<file path="src/rtl/capped_subtractor_pipe.sv">
// Two-stage saturating subtractor, out = sat(a - b), with valid/ready handshake on both sides.
// Optional saturation event counter (sat_cnt) is built when SAT_COUNT_EN is defined.
module capped_subtractor_pipe #(
  parameter int BITWIDTH = 32
) (
  input  logic                       clk,
  input  logic                       rst_n,
  input  logic                       in_valid,
  output logic                       in_ready,
  input  logic signed [BITWIDTH-1:0] a,
  input  logic signed [BITWIDTH-1:0] b,
  output logic                       out_valid,
  input  logic                       out_ready,
  output logic signed [BITWIDTH-1:0] out,
  output logic                       out_sat_pos,
  output logic                       out_sat_neg
`ifdef SAT_COUNT_EN
  ,
  output logic [15:0]                sat_cnt
`endif
);

  typedef struct packed {
    logic [BITWIDTH-1:0] val;
    logic                pos;
    logic                neg;
  } sat_t;

  // The top two bits of the widened difference disagree exactly when it overflowed.
  function automatic sat_t saturate(input logic signed [BITWIDTH:0] d);
    sat_t r;
    r.val = d[BITWIDTH-1:0];
    r.pos = 1'b0;
    r.neg = 1'b0;
    case (d[BITWIDTH -: 2])
      2'b01: begin
        r.val = {1'b0, {(BITWIDTH-1){1'b1}}};
        r.pos = 1'b1;
      end
      2'b10: begin
        r.val = {1'b1, {(BITWIDTH-1){1'b0}}};
        r.neg = 1'b1;
      end
      default: ;
    endcase
    return r;
  endfunction

  logic                     adv;
  logic                     vld_p1;
  logic signed [BITWIDTH:0] diff_p1;
  sat_t                     res_p1;

  assign adv      = !out_valid || out_ready;
  assign in_ready = adv;
  assign res_p1   = saturate(diff_p1);

  // Stage 1: widened difference
  always_ff @(posedge clk or negedge rst_n) begin
    if (!rst_n) begin
      vld_p1 <= 1'b0;
    end else if (adv) begin
      vld_p1 <= in_valid;
    end
  end

  always_ff @(posedge clk) begin
    if (adv && in_valid) begin
      diff_p1 <= $signed({a[BITWIDTH-1], a}) - $signed({b[BITWIDTH-1], b});
    end
  end

  // Stage 2: clamp and flag
  always_ff @(posedge clk or negedge rst_n) begin
    if (!rst_n) begin
      out_valid   <= 1'b0;
      out         <= '0;
      out_sat_pos <= 1'b0;
      out_sat_neg <= 1'b0;
    end else if (adv) begin
      out_valid <= vld_p1;
      if (vld_p1) begin
        out         <= res_p1.val;
        out_sat_pos <= res_p1.pos;
        out_sat_neg <= res_p1.neg;
      end
    end
  end

`ifdef SAT_COUNT_EN
  // Counts saturated results as they leave; sticks at all-ones.
  always_ff @(posedge clk or negedge rst_n) begin
    if (!rst_n) begin
      sat_cnt <= 16'd0;
    end else if (out_valid && out_ready && (out_sat_pos || out_sat_neg) &&
                 (sat_cnt != 16'hFFFF)) begin
      sat_cnt <= sat_cnt + 16'd1;
    end
  end
`endif

endmodule
</file>
<file path="config.mk">
export PLATFORM = sky130hd
export DESIGN_NAME = capped_subtractor_pipe
export DESIGN_NICKNAME = d
export VERILOG_FILES = /design/src/rtl/capped_subtractor_pipe.sv
export SDC_FILE = /design/constraint.sdc
export NUM_CORES = 1
export LEC_CHECK = 0
export ABC_AREA = 1
export CAP_MARGIN = 15
export CORE_MARGIN = 4
export CORE_UTILIZATION = 53
export DETAILED_ROUTE_END_ITERATION = 7
export PLACE_DENSITY_LB_ADDON = 0.12
export SLEW_MARGIN = 30
export SYNTH_ARGS = -nofsm -noshare
export SYNTH_HDL_FRONTEND = slang
export SYNTH_SLANG_ARGS = --single-unit
</file>
<file path="constraint.sdc">
create_clock -name clk -period 2.1 [get_ports clk]
set_input_delay 0.42 -clock clk [delete_from_list [all_inputs] [get_ports clk]]
set_output_delay 0.42 -clock clk [all_outputs]
set_load 0.02 [all_outputs]
</file>
-- Word-level counts from Yosys, hierarchy flattened
Index checks and enable logic that the tools add are counted.
- register bits: 69
- logic and storage cells: 16
- input port bits: 68
- output and inout bits: 36
- eq/ne operators: 2
- add/sub/neg operators: 1
- muxes and demuxes: 3
- reductions and logical operators: 4
- operator list (cell ; number):
    32-bit one-hot mux with 2 select lines ; 1
    32-bit by 32-bit subtractor with 33-bit output ; 1
    2-bit by 1-bit equality test with 1-bit output (second input constant) ; 1
    2-bit equality test (second input constant) ; 1
    1-bit two-way mux ; 2
    2-bit AND reduction ; 1
    1-bit logical AND ; 1
    1-bit logical NOT ; 1
    1-bit logical OR ; 1

-- Longest topological paths before layout
- depth after elaboration: 3
- depth in mapped cells: 14
- mapped depth without buffers: 14

-- Worst setup path before layout
Ideal clock, no wire load.
- path type: in2reg
- start point: input a[0]
- end point: register diff_p1[28] (data pin)
- setup time: 252 ps
- setup slack: 153 ps
- path buffers: 0
- data arrival time: 1694 ps
- stages on the path: 13
- data required time: 1848 ps
- cell sequence: inv_1 ha_1 fa_1 inv_1 nand2_1 nand2_1 nand3_1 nand2_2 nand2_1 nand2_2 nand2_1 nand3_1 nand2_1
- longest elaborated chain between the ends: 1
- RTL lines (what ; line ; RTL):
    from (decl) ; 10 ; input logic signed [BITWIDTH-1:0] a,
    32-bit by 32-bit subtractor with 33-bit output ; 69 ; diff_p1 <= $signed({a[BITWIDTH-1], a}) - $signed({b[BITWIDTH-1], b});
    to (signal assigned) ; 69 ;
    to (decl) ; 51 ; logic signed [BITWIDTH:0] diff_p1;
Every way passes these cells.
A chain may end at the register's enable or synchronous reset.

-- Worst setup path in the final report
- start point: input a[4]
- end point: register diff_p1[10] (data pin)
Same word-level chain as after synthesis.

==> flow_summary.ini <==
[route]
drc = 0
first_pass_iters = 5
routed_via_density = 4.85
ant_nets = 0
avgRoutedWirePerCell_um = 12.3
route.layer.met1.wl_um = 5820
drt_iter0_drc = 308
top_layer = met4
vias = 5101
route.met3.wl_um = 721
dr_wl_met2_um = 6140
finalWirelength_um = 12900

[placed_design]
numPortBuffers = 103
place_congestion = 0.899
hpwl_um = 9940
place_area_um2 = 6640

[worst_setup_path]
critPathKind = in2reg
cp.arrival_ns = 2.11
reg2reg_slack_ns = 0.44
crit_end = diff_p1[10]
required_ns = 2.18
rr_endpoint = out[16]
crit_fanout = 3
r2r-start = diff_p1[31]
start_kind = input pin
reg2reg_depth = 6
crit_start = a[4]
critical_path.endpoint_type = register

[clocking]
root_buffer = clkbuf_8
ctsHoldBuffers = 0
clk_pin_slew_ns = 0.07
worstSkewPairLatency_ns = 0.34
cts.sink_count = 69
htreeDepth = 3
cts_buffer_depth = 2
cts_buffers = 9
cts_tree = done

[sta]
finalHoldViolCount = 0
max_freq_ghz = 0.492
period_share_pct = 96.7
worst_slew_pin_slew_ns = 0.424
rsz0062_at_grt = true
finalCriticalPeriod_ns = 2.03
slew_violations = 0
slew_headroom_pct = 71.7
setup_violations = 0
finalClockSkew_ns = 0.0104
fin_tns_setup_ns = 0

[cells_and_area]
drive_gt1_share_pct = 16.4
final_core_util_pct = 78.3
fin_area_um2 = 7270
nets = 1020
num_antenna_cells = 0
syn2layout_area_growth_pct = 43.1
layout.cells.most_common_list = 268 x nand2_1, 166 x inv_1, 100 x clkdlybuf4s50_1
layout_commonest_cell = nand2_1

[global_routing]
grt_usage_pct = 22.4
grt_pass1_vias = 4731
antenna_found_initial = 0
grt_max_degree = 68
overflow = 0
grt_pass1_wl_um = 20500

[die]
io_pins = 104
die_h_um = 106
die_x_um = 106
start_util_pct = 54.7
core_um2 = 9280
dieArea_um2 = 11200
fp-row-count = 35

[worst_hold_path]
min_path_type = reg2reg

[yosys]
ys_seq_area_share_pct = 37.3
synth_top_area_cell = nand2_1
synth_warnings = 0
synth.area.top_cells = nand2_1 21%, edfxtp_1 20%, dfrtp_1 18%, inv_1 12%, ha_1 8.4%
syn_avg_cell_area_um2 = 6.67
syn-cell-area_um2 = 5080
synth_top_area_share_pct = 21.4
synth-seq-cells = 69
synth_nets = 864
ys_types = 23
synthCells = 761

[pwr]
p_leak_nw = 3.88
irDropWorstVdd_mv = 0.513
p_per_area_nw_per_um2 = 746

[run]
maxCapViolCount = 0

[status]
status = complete, no violations
==> where the power goes <==
| part | internal (mW) | leakage (nW) | switching [mW] |
|---|---|---|---|
| Clock | 0.675 | 0.115 | 0.494 |
| Combinational | 1.08 | 3.04 | 1.27 |
| Sequential | 1.77 | 0.730 | 0.148 |
==> cells by family after synthesis <==
kind of cell | Yosys count | share of synthesized area [%]
simple gates | 406 | 31.6
buf+inv | 181 | 13.5
flops | 69 | 37.3
compound gates | 55 | 6.31
fa+ha+maj | 35 | 8.77
xor+xnor | 15 | 2.59
==> cell type report <==
type / instances / area (µm²)
sequential: 69 / 1890
fill: 685 / 2020
timing repair buffer: 159 / 1480
clock inverter: 7 / 93.8
tap: 129 / 161
multi-input combinational: 511 / 2890
clock buffer: 9 / 124
inverter: 167 / 627
==> state kept, by name, indices dropped and copies added (netlist names) <==
| register | cells |
|---|---|
| out_sat_neg | 1 |
| out_sat_pos | 1 |
| out | 32 |
| vld_p1 | 1 |
| diff_p1 | 33 |
| out_valid | 1 |
==> worst max-delay path, stage by stage <==
cell and delay [ns]:
clkdlybuf4s50_1 0.53, ha_4 0.23, buf_4 0.13, nand2_1 0.09, inv_1 0.05, nand2_1 0.11, nand2_1 0.08, nand2_1 0.07
nand3_2 0.10, buf_4 0.15, xor2_1 0.14
==> per-stage QoR <==
step | hold WS (ns) | setup slack, ns | std cells | power [mW]
finish | 0.485 | 0.0689 | 1051 | 5.43
global route | 0.512 | -0.0150 | 1051 | 5.76
CTS | 0.488 | 0.00850 | 1049 | 5.31
detailed placement | 0.473 | -0.432 | 1032 | 4.13
global placement | 0.462 | -0.398 | 1032 | 4.06
floorplan | 0.124 | 0.153 | 761 | 3.11
==> how the worst min path moves through the flow <==
stage,from,endpoint,cells past startpoint
after floorplan,rst_n,out[0],0
after global placement,out_sat_pos,out_sat_pos,2
after detailed placement,out_sat_neg,out_sat_neg,2
after CTS,out_sat_neg,out_sat_neg,2
after global routing,out_sat_pos,out_sat_pos,2
final,out_sat_pos,out_sat_pos,2
==> layer usage <==
metal  vias up  GRT usage [%]
met1      2275           29.3
met4         0           6.94
met2       182           38.2
met3        20           3.40
li1       2624              -
met5         -              0
==> cells in the mapped netlist (all sizes together) <==
| cell | count |
|---|---|
| nand2 | 297 |
| inv | 167 |
| nor2 | 76 |
| dfrtp | 36 |
| ha | 34 |
| edfxtp | 33 |
| a31oi | 32 |
| nand3 | 24 |
| a21oi | 20 |
| xor2 | 13 |
| clkbuf | 9 |
| buf | 5 |
| nand4 | 4 |
| and2 | 2 |
| nor3 | 2 |
| xnor2 | 2 |
| a21o | 1 |
| fa | 1 |
| o21ai | 1 |
| o21bai | 1 |
| or2 | 1 |
==> timing repair <==
| action | 4_1_cts | 5_1_grt |
|---|---|---|
| gates resized for setup | 4 | 77 |
| setup endpoints to repair | 7 | 18 |
| buffers inserted | 1 | 2 |
| pin swaps | 2 | 9 |
Note: power is estimated with default switching activity, not from simulation.
